`src/rtl/instr_sequencer.sv`:
```
// rtl/instr_sequencer.sv - multi-cycle fetch/decode/execute/memory/writeback sequencer
//
// Ports:
//   clk, rst (sync, active-low)
//   mem_ready                 memory completes the current request at this edge
//   halt_in, is_load, is_store, reg_write, jump_taken   decoded control inputs
//   mem_req, mem_we, mem_addr_sel, ir_load             memory port / IR control
//   reg_we, pc_inc, pc_load                            one-cycle writeback strobes
//   halted, bus_error, state, retired                  status and debug
module instr_sequencer #(
    parameter int WAIT_LIMIT = 255,
    parameter int COUNT_W    = 32
) (
    input  logic               clk,
    input  logic               rst,
    input  logic               mem_ready,
    input  logic               halt_in,
    input  logic               is_load,
    input  logic               is_store,
    input  logic               reg_write,
    input  logic               jump_taken,
    output logic               mem_req,
    output logic               mem_we,
    output logic               mem_addr_sel,
    output logic               ir_load,
    output logic               reg_we,
    output logic               pc_inc,
    output logic               pc_load,
    output logic               halted,
    output logic               bus_error,
    output logic [2:0]         state,
    output logic [COUNT_W-1:0] retired
);

    localparam int WAIT_W = (WAIT_LIMIT < 2) ? 1 : $clog2(WAIT_LIMIT + 1);
    // Value of the counter during the WAIT_LIMIT-th consecutive wait cycle.
    localparam logic [WAIT_W-1:0] WAIT_LAST = WAIT_W'((WAIT_LIMIT > 0) ? WAIT_LIMIT - 1 : 0);

    typedef enum logic [2:0] {
        S_FETCH     = 3'd0,
        S_DECODE    = 3'd1,
        S_EXECUTE   = 3'd2,
        S_MEMORY    = 3'd3,
        S_WRITEBACK = 3'd4,
        S_HALTED    = 3'd5
    } state_e;

    state_e              state_q, state_d;
    logic [WAIT_W-1:0]   wait_q, wait_d;
    logic [COUNT_W-1:0]  retired_q, retired_d;
    logic                bus_error_q, bus_error_d;
    logic                req_raw;
    logic                waiting;

    always_comb begin
        state_d      = state_q;
        retired_d    = retired_q;
        bus_error_d  = bus_error_q;
        req_raw      = 1'b0;
        mem_we       = 1'b0;
        mem_addr_sel = 1'b0;
        ir_load      = 1'b0;
        reg_we       = 1'b0;
        pc_inc       = 1'b0;
        pc_load      = 1'b0;

        case (state_q)
            S_FETCH: begin
                req_raw = 1'b1;
                if (mem_ready) begin
                    ir_load = 1'b1;
                    state_d = S_DECODE;
                end
            end
            S_DECODE: begin
                state_d = halt_in ? S_HALTED : S_EXECUTE;
            end
            S_EXECUTE: begin
                state_d = (is_load || is_store) ? S_MEMORY : S_WRITEBACK;
            end
            S_MEMORY: begin
                req_raw      = 1'b1;
                mem_addr_sel = 1'b1;
                mem_we       = is_store;
                if (mem_ready) begin
                    state_d = S_WRITEBACK;
                end
            end
            S_WRITEBACK: begin
                reg_we    = reg_write;
                pc_load   = jump_taken;
                pc_inc    = !jump_taken;
                retired_d = retired_q + 1'b1;
                state_d   = S_FETCH;
            end
            S_HALTED: begin
                state_d = S_HALTED;
            end
            default: begin
                state_d = S_HALTED;
            end
        endcase

        // Counts consecutive stalled cycles of the current request; any cycle
        // without a stalled request (including the completing one) clears it,
        // so every FETCH/MEMORY entry starts from zero.
        waiting = req_raw && !mem_ready;
        wait_d  = waiting ? wait_q + 1'b1 : '0;
        if ((WAIT_LIMIT != 0) && waiting && (wait_q == WAIT_LAST)) begin
            state_d     = S_HALTED;
            bus_error_d = 1'b1;
        end

        mem_req = req_raw;
        if (!rst) begin
            mem_req      = 1'b0;
            mem_we       = 1'b0;
            mem_addr_sel = 1'b0;
            ir_load      = 1'b0;
            reg_we       = 1'b0;
            pc_inc       = 1'b0;
            pc_load      = 1'b0;
        end
    end

    always_ff @(posedge clk) begin
        if (!rst) begin
            state_q     <= S_FETCH;
            wait_q      <= '0;
            retired_q   <= '0;
            bus_error_q <= 1'b0;
        end else begin
            state_q     <= state_d;
            wait_q      <= wait_d;
            retired_q   <= retired_d;
            bus_error_q <= bus_error_d;
        end
    end

    assign halted    = (state_q == S_HALTED);
    assign bus_error = bus_error_q;
    assign state     = state_q;
    assign retired   = retired_q;

endmodule

```
`config.mk`:
```
export PLATFORM = sky130hd
export DESIGN_NAME = instr_sequencer
export DESIGN_NICKNAME = d
export VERILOG_FILES = /design/src/rtl/instr_sequencer.sv
export SDC_FILE = /design/constraint.sdc
export NUM_CORES = 1
export LEC_CHECK = 0
export ABC_AREA = 1
export CAP_MARGIN = 40
export CORE_MARGIN = 5
export CORE_UTILIZATION = 54
export DETAILED_ROUTE_END_ITERATION = 12
export HOLD_SLACK_MARGIN = 0.08
export MAX_ROUTING_LAYER = met4
export PLACE_DENSITY_LB_ADDON = 0.2
export RECOVER_POWER = 50
export SETUP_SLACK_MARGIN = 0.5
export SLEW_MARGIN = 25
export SYNTH_ARGS = -nofsm -noshare
export SYNTH_HDL_FRONTEND = slang
export SYNTH_SLANG_ARGS = --single-unit
```
`constraint.sdc`:
```
create_clock -name clk -period 2.3 [get_ports clk]
set_clock_uncertainty 0.05 [all_clocks]
set_input_delay 0.46 -clock clk [delete_from_list [all_inputs] [get_ports clk]]
set_output_delay 0.46 -clock clk [all_outputs]
set_load 0.05 [all_outputs]
```
==> results.md, run 1 <==
Run status:
- The flow ran to the end, and the final reports show no timing, DRC or antenna violations.

Clock tree:
- TritonCTS created 5 clock buffers.
- Hold repair after CTS inserted 0 buffers.
- TritonCTS built the clock tree.
- At the later pin of the worst-skew pair, clock insertion delay measures 0.31 ns.
- The H-tree was split into 2 levels.
- The root buffer cell chosen for the clock tree is sky130_fd_sc_hd__clkbuf_8.
- The clock-pin slew on the worst setup and hold paths is 0.08 ns.
- The clock drives 44 sinks.
- The clock passes through at most 2 buffers.

Run:
- Across the run, the number of max-cap violations was 0.

Power and ir drop:
- Net switching is 35.6% of the power.
- The part of the power in registers is 43.2%.
- Per report_power, the combinational group accounts for 29.8% of the total.
- The proportion of power drawn by the clock network is 27.1%.
- The internal power component is 1240 uW.
- The worst-case IR drop observed on VDD is 0.481 mV.
- For this design the static power due to leakage is 0.00133 uW.
- Dividing total power by cell area gives a power density of 608 nW/um^2.
- The switching power total is 685 uW.

Floorplan:
- The initial standard-cell utilization of the core is 56.9%.
- The core area is 4090 sq um.
- The top-level I/O count is 52.
- The area of the die is 5710 sq um.
- The floorplan has 23 rows.
- The die span in x is 75.6 microns.
- The height of the die is 75.6 microns.

GRT:
- The number of global-route vias before repair came to 2447.
- The layer with the highest usage is met2.
- For met1 alone, demand over resource in global routing was 28.6%.
- The global-route met3 utilization is 3.69%.
- The largest net degree at the start of global routing is 20.
- Global routing finished with a remaining overflow of 0.
- For met2 alone, demand over resource in global routing was 44.2%.
- The first global-routing pass estimated 10800 microns of wire.
- The initial antenna violation count is 0.
- In the global route stage, overall resource usage came out at 25.3%.

STA:
- The clock period could shrink to 2.04 ns.
- For this run, the top clock speed supported by timing is 490 MHz.
- After layout, the worst setup slack is 0.261 ns.
- The worst path uses 88.7% of the clock period.
- The worst slew margin relative to its limit is 59.5%.
- Setup violations remaining at the end of the flow were counted as 0.
- The max-slew violation total from the final report is 0.
- The final setup TNS is 0 ns.
- The measured slew at the worst slew-check pin is 0.611 ns.
- Setup repair after global routing could not meet its margin everywhere.
- The final-report hold violation count was 0.

Layout:
- At the end of the flow, the number of nets in the layout was 421.
- The top cell types in the final layout, fill and taps aside, are 72 x sky130_fd_sc_hd__nand2_1, 67 x sky130_fd_sc_hd__nor2_1, 40 x sky130_fd_sc_hd__dfxtp_1.
- Cells with a size suffix above 1 make up 15.1% of the layout.
- The fill cell instance count of the final layout is 314.
- The relative area change from synthesis to final layout is 36.0%.
- Cells fill 77.3% of the core in the end.
- Leaving out fill and tap cells, the most frequent cell in the layout is sky130_fd_sc_hd__nand2_1.
- The number of antenna diodes in the final layout is 0.

Route:
- The violation count after the first detailed-route iteration is 196.
- The via total after detailed routing is 2503.
- The first detailed-routing pass took 5 iterations.
- The final routed wire length divided by cell count is 14.0 microns.
- Once detail routing completed, the nets flagged for antenna violations numbered 0.
- After detailed routing, the number of vias per cell comes to 5.43.
- The remaining design rule violation count is 0.
- The final routed wirelength across all metal layers is 6430 microns.

Synth:
- The most used flip-flop cell after synthesis is sky130_fd_sc_hd__dfxtp_1.
- In this run, synthesis produced a sequential element count of 44.
- The count of flip-flops with a built-in enable after synthesis is 0.
- The mapped netlist covers 2320 sq um.
- The warning count from the yosys run is 0.
- The count of unique library cells instantiated by Yosys is 28.
- The sequential cell area fraction in the yosys report is 37.9%.
- The proportion of synthesized flip-flops having asynchronous set or reset is 0%.
- When the netlist entered floorplanning its net count stood at 354.
- The post-synthesis average cell area is 6.77 sq um.
- The cell count after synthesis is 343.

Critical path:
- The worst setup path is of the flip-flop to output pin kind.
- The largest driver fanout on the critical path is 5.
- STA classifies the critical path endpoint as an output pin.
- The type of origin of the critical path is a flip-flop.
- At the worst endpoint, the arrival time is 1.53 ns.
- The data required time of the critical path is 1.79 ns.

Place:
- OpenSTA, run right after detailed placement, puts the worst setup slack at 0.189 ns.
- Buffers placed on the I/O ports in this run total 51.
- Once detailed placement completed, the half-perimeter wirelength came to 4570 microns.
- At the end of routability-driven placement, the weighted congestion stood at 0.971.

Min path:
- The path class of the tightest hold or removal check is flip-flop to flip-flop.
[power groups by stage]
stage / Combinational [uW] / Clock (uW) / Sequential, uW
2_1_floorplan: 254 / 0 / 921
3_3_place_gp: 471 / 0 / 852
3_5_place_dp: 482 / 0 / 856
4_1_cts: 555 / 520 / 837
5_1_grt: 605 / 547 / 832
6_report: 572 / 520 / 829
[Yosys cell counts (2+ instances only)]
cell	count	area, sq um
sky130_fd_sc_hd__a21oi_1	17	85.1
sky130_fd_sc_hd__clkbuf_1	3	11.3
sky130_fd_sc_hd__dfxtp_1	44	881
sky130_fd_sc_hd__ha_1	3	37.5
sky130_fd_sc_hd__inv_1	43	161
sky130_fd_sc_hd__nand2_1	74	278
sky130_fd_sc_hd__nand3_1	25	125
sky130_fd_sc_hd__nand3_4	2	35.0
sky130_fd_sc_hd__nand4_1	10	62.6
sky130_fd_sc_hd__nor2_1	72	270
sky130_fd_sc_hd__nor2_4	7	78.8
sky130_fd_sc_hd__nor3_1	8	40.0
sky130_fd_sc_hd__nor3b_1	4	30.0
sky130_fd_sc_hd__o21ai_0	11	55.1
sky130_fd_sc_hd__xnor2_1	2	17.5
sky130_fd_sc_hd__xor2_1	6	52.6
[per-stage QoR]
stage	area [sq um]	hold slack (ns)	std cells	power, uW
global route	3160	0.452	461	1980
CTS	3220	0.424	459	1910
floorplan	2420	0.380	343	1180
global placement	3060	0.387	443	1320
finish	3160	0.418	461	1920
detailed placement	3060	0.406	443	1340
[cell type report]
type	instances	area, sq um	area share, %
inverters	43	168	5.30
well taps	50	62.6	1.98
multi-input cells	252	1360	43.0
repair buffers	64	587	18.6
clock inverters	2	10.0	0.317
flip-flops and latches	44	891	28.2
clock buffers	6	82.6	2.61
[final timing paths]
path              slack (ns)           to  startpoint  cells past startpoint
setup reg to reg        0.30  retired[26]    state[1]                      9
setup / recovery        0.26      mem_req    state[1]                      6
hold / removal          0.42    wait_q[0]   wait_q[0]                      1
hold reg to reg         0.42    wait_q[0]   wait_q[0]                      1
[cells by family after synthesis]
logic type               count (synthesis)  share of synthesized area, %
AO/OA/AOI/OAI                           32                          7.38
XOR/XNOR                                 8                          3.02
adder cells (fa/ha/maj)                  3                          1.62
buffers and inverters                   47                          7.59
flip-flops                              44                          37.9
AND/OR/NAND/NOR                        209                          42.5
[routing by layer]
metal,vias up,routed length [microns]
li1,1231,-
met1,1174,2690
met2,83,3250
met3,15,348
met4,0,150
met5,-,0
[what timing repair did]
action,in CTS,in global routing
buffers inserted,8,2
gates resized for setup,60,32
pin swaps,9,2
cloned,0,0
setup endpoints to repair,43,32
[flip-flops by register name (all words and copies together) (netlist names)]
signal	count
state	3
retired	32
wait_q	8
bus_error	1
[worst max-delay path, stage by stage, from the launching register on]
cell and delay, ns:
sky130_fd_sc_hd__dfxtp_1 0.37, sky130_fd_sc_hd__nor2_1 0.29, sky130_fd_sc_hd__nand2_4 0.11, sky130_fd_sc_hd__nand2_1 0.14, sky130_fd_sc_hd__inv_2 0.07, sky130_fd_sc_hd__nor2_4 0.10
sky130_fd_sc_hd__buf_12 0.14
Note: power is estimated with default switching activity, not from simulation.
==> run 2, diff against run 1 <==
ABC_CLOCK_PERIOD_IN_PS = 2300   (was unset)
CORE_UTILIZATION = 40   (was 54)
==> results.md, run 2 (synthesis gave the netlist of run 1 again) <==
Layout:
- The net total in the final layout is 424 (+0.71%).
- The flip-flop count of the largest register after layout was 32 (unchanged).
- The fill cell instance count of the final layout is 526 (+68%).
- The commonest non-fill, non-tap cell in the layout is sky130_fd_sc_hd__nand2_1.
- Compared with the post-synthesis result, the final layout area differs by 40.3%.
- The register area was 891 sq um (unchanged).
- The final antenna diode count is 0 (unchanged).
- The non-filler instance count after layout is 486 (+5.4%).
- The proportion of layout cells with a drive suffix above 1 came to 15.5% (+0.37 points).
- The library cells used most frequently in the layout, excluding fill and tap cells, are 71 x sky130_fd_sc_hd__nand2_1, 69 x sky130_fd_sc_hd__nor2_1, 40 x sky130_fd_sc_hd__dfxtp_1.
- The area of the multi-input gates is 1350 sq um (-0.55%).
- The post-route standard cell area excluding fillers came to 3260 sq um (+3.2%).

Critical path:
- The critical path's largest stage delay is 0.42 ns (+0.05 ns).
- The library cell contributing the largest single delay on the critical path is sky130_fd_sc_hd__dfxtp_1.
- By startpoint and endpoint, the worst setup path is classified as flip-flop to output pin.
- The data required time of the critical path came to 1.79 ns (about the same).
- The critical path goes through inv_4, nand2_1, nor2_1, nand2_4, nor2_4, buf_12.
- The largest driver fanout on the critical path was 6 (+1).
- The data arrival at the endpoint of the critical path was 1.52 ns (about the same).
- The type of origin of the critical path is a flip-flop.
- The critical path endpoint category is an output pin.

STA:
- The worst hold slack across all endpoints is 0.406 ns (-0.0121 ns).
- The final count of negative-setup-slack endpoints is 0 (unchanged).
- The fraction of the cycle the final worst path needs is 88.3% (-0.38 points).
- The post-route minimum period is 2.03 ns (-0.00879 ns).
- The final-report hold violation count is 0 (unchanged).
- The timing-limited maximum frequency came to 492 MHz (+0.43%).
- The worst slew margin relative to its limit came to 57.1% (-2.4 points).
- The max-slew violation total from the final report is 0 (unchanged).
- Setup repair after global routing could not meet its margin everywhere.
- The final setup TNS is 0 ns (unchanged).
- The measured slew at the worst slew-check pin is 0.647 ns (+0.0363 ns).

Power and ir drop:
- The switching power share of the total is 33.3% (-2.3 points).
- The internal power component is 1340 uW (+8.6%).
- The proportion of power drawn by the clock network was 29.7% (+2.6 points).
- The worst supply voltage drop on vdd is 0.352 mV (-27%).
- The combinational group share of total power was 29.1% (-0.7 points).
- The cell area power density came to 618 nW/um^2 (+1.6%).
- The switching power total was 670 uW (-2.1%).
- The part of the power in registers is 41.2% (-2.0 points).
- The static leakage is 0.00138 uW (+3.9%).

Floorplan:
- The area of the die is 7430 sq um (+30%).
- The placement row count is 27 (+17%).
- The top-level I/O count is 52 (unchanged).
- The die span in x is 86.2 microns (+14%).
- The height of the die is 86.2 microns (+14%).
- The initial standard-cell utilization of the core is 41.7% (-15 points).
- The core area is 5570 sq um (+36%).

Clock tree:
- The clock tree from TritonCTS is built.
- The total CTS buffers was 5 (unchanged).
- The tree is rooted in a sky130_fd_sc_hd__clkbuf_8.
- The clock-pin slew on the worst setup and hold paths is 0.08 ns (about the same).
- The number of buffers on the longest clock path is 2 (unchanged).
- The number of sinks handled by clock tree synthesis is 44 (unchanged).
- The clock insertion delay at the later pin of the skew report is 0.30 ns (about the same).
- The H-tree depth is 2 (unchanged).

GRT:
- The global route total overflow is 0 (unchanged).
- The total track usage is 17.0% (-8.3 points).
- The initial antenna violation count is 0 (unchanged).
- The largest net degree at the start of global routing came to 20 (unchanged).
- The wire length of the first global-routing pass came to 10000 microns (-6.6%).
- The number of global-route vias before repair came to 2277 (-6.9%).

Min path:
- The worst hold path belongs to the class flip-flop to flip-flop.

Route:
- The remaining design rule violation count is 0 (unchanged).
- The post-detailed-route via-to-cell ratio is 4.97 (-8.4%).
- The via total after detailed routing is 2416 (-3.5%).
- The final routed wirelength across all metal layers is 5940 microns (-7.7%).
- The number of iterations in the first detailed-routing pass is 4 (-1).
- The final routed wire length divided by cell count is 12.2 microns (-12%).
- The remaining antenna violation count is 0 (unchanged).
- The violation count after the first detailed-route iteration is 96 (-51%).

Run:
- The number of violations of the max-capacitance limit was 0 (unchanged).

Place:
- The final estimated routing congestion in global placement is 0.803 (-17%).
- The HPWL after detailed placement was 4420 microns (-3.2%).
- The number of placed instances with taps included is 466 (+5.2%).
- The area of placed instances was 3090 sq um (+1.1%).
- The port buffer count is 51 (unchanged).

Run status:
- The run finished with clean final reports.
==> run 2: cell count changes in the layout (fill, tap and decap cells not counted), moves of 2 or more <==
cell,delta
sky130_fd_sc_hd__clkbuf_4,+3
sky130_fd_sc_hd__nor2_1,+2
sky130_fd_sc_hd__clkdlybuf4s15_1,+4
sky130_fd_sc_hd__clkbuf_1,-6
sky130_fd_sc_hd__inv_2,-2
==> run 2: power groups by stage <==
stage | clock network, uW | logic, uW | registers (uW)
2_1_floorplan | 0 | 254 | 921
3_3_place_gp | 0 | 478 | 852
3_5_place_dp | 0 | 481 | 853
4_1_cts | 612 | 584 | 836
5_1_grt | 641 | 628 | 837
6_report | 599 | 586 | 829
==> run 2: per-layer routing <==
layer / wire, microns / up-vias / global-route usage, %
met3: 255 / 7 / 2.95
met5: 0 / - / -
li1: - / 1238 / -
met2: 2980 / 48 / 29.2
met4: 63 / 0 / 3.82
met1: 2640 / 1123 / 20.9
==> run 2: worst paths after layout <==
check / start / slack [ns] / endpoint / depth (start not counted)
min: bus_error / 0.41 / bus_error / 2
max: state[0] / 0.27 / pc_load / 6
min reg2reg: bus_error / 0.41 / bus_error / 2
max reg2reg: state[0] / 0.41 / wait_q[5] / 10
==> run 2: critical path, delay by kind of cell, from the launching register on <==
| kind | cells | cell delay, ns |
|---|---|---|
| buffers and inverters | 2 | 0.26 |
| flip-flops | 1 | 0.42 |
| AND/OR/NAND/NOR | 4 | 0.55 |
==> run 2: cell type report <==
cell class	instances	area share (%)
multi-input combinational	252	41.5
clock inverter	3	1.30
clock buffer	5	2.11
timing repair buffer	67	19.8
sequential	44	27.3
tap	72	2.76
inverter	43	5.22
==> run 2: metrics by stage <==
stage / util (%) / worst slack (ns) / power [uW]
final: 58.5 / 0.269 / 2010
after global routing: 58.5 / 0.166 / 2110
after CTS: 58.9 / 0.397 / 2030
after detailed placement: 55.4 / 0.182 / 1330
after global placement: 55.4 / 0.184 / 1330
after floorplan: - / 0.451 / 1180
==> run 2: what timing repair did <==
action / in CTS / in global routing
setup buffers: 10 / 2
gates resized for setup: 59 / 31
endpoints found under the setup margin: 43 / 37
pin swaps: 6 / 7
hold endpoints to repair: 0 / 0
hold buffers: 0 / 0
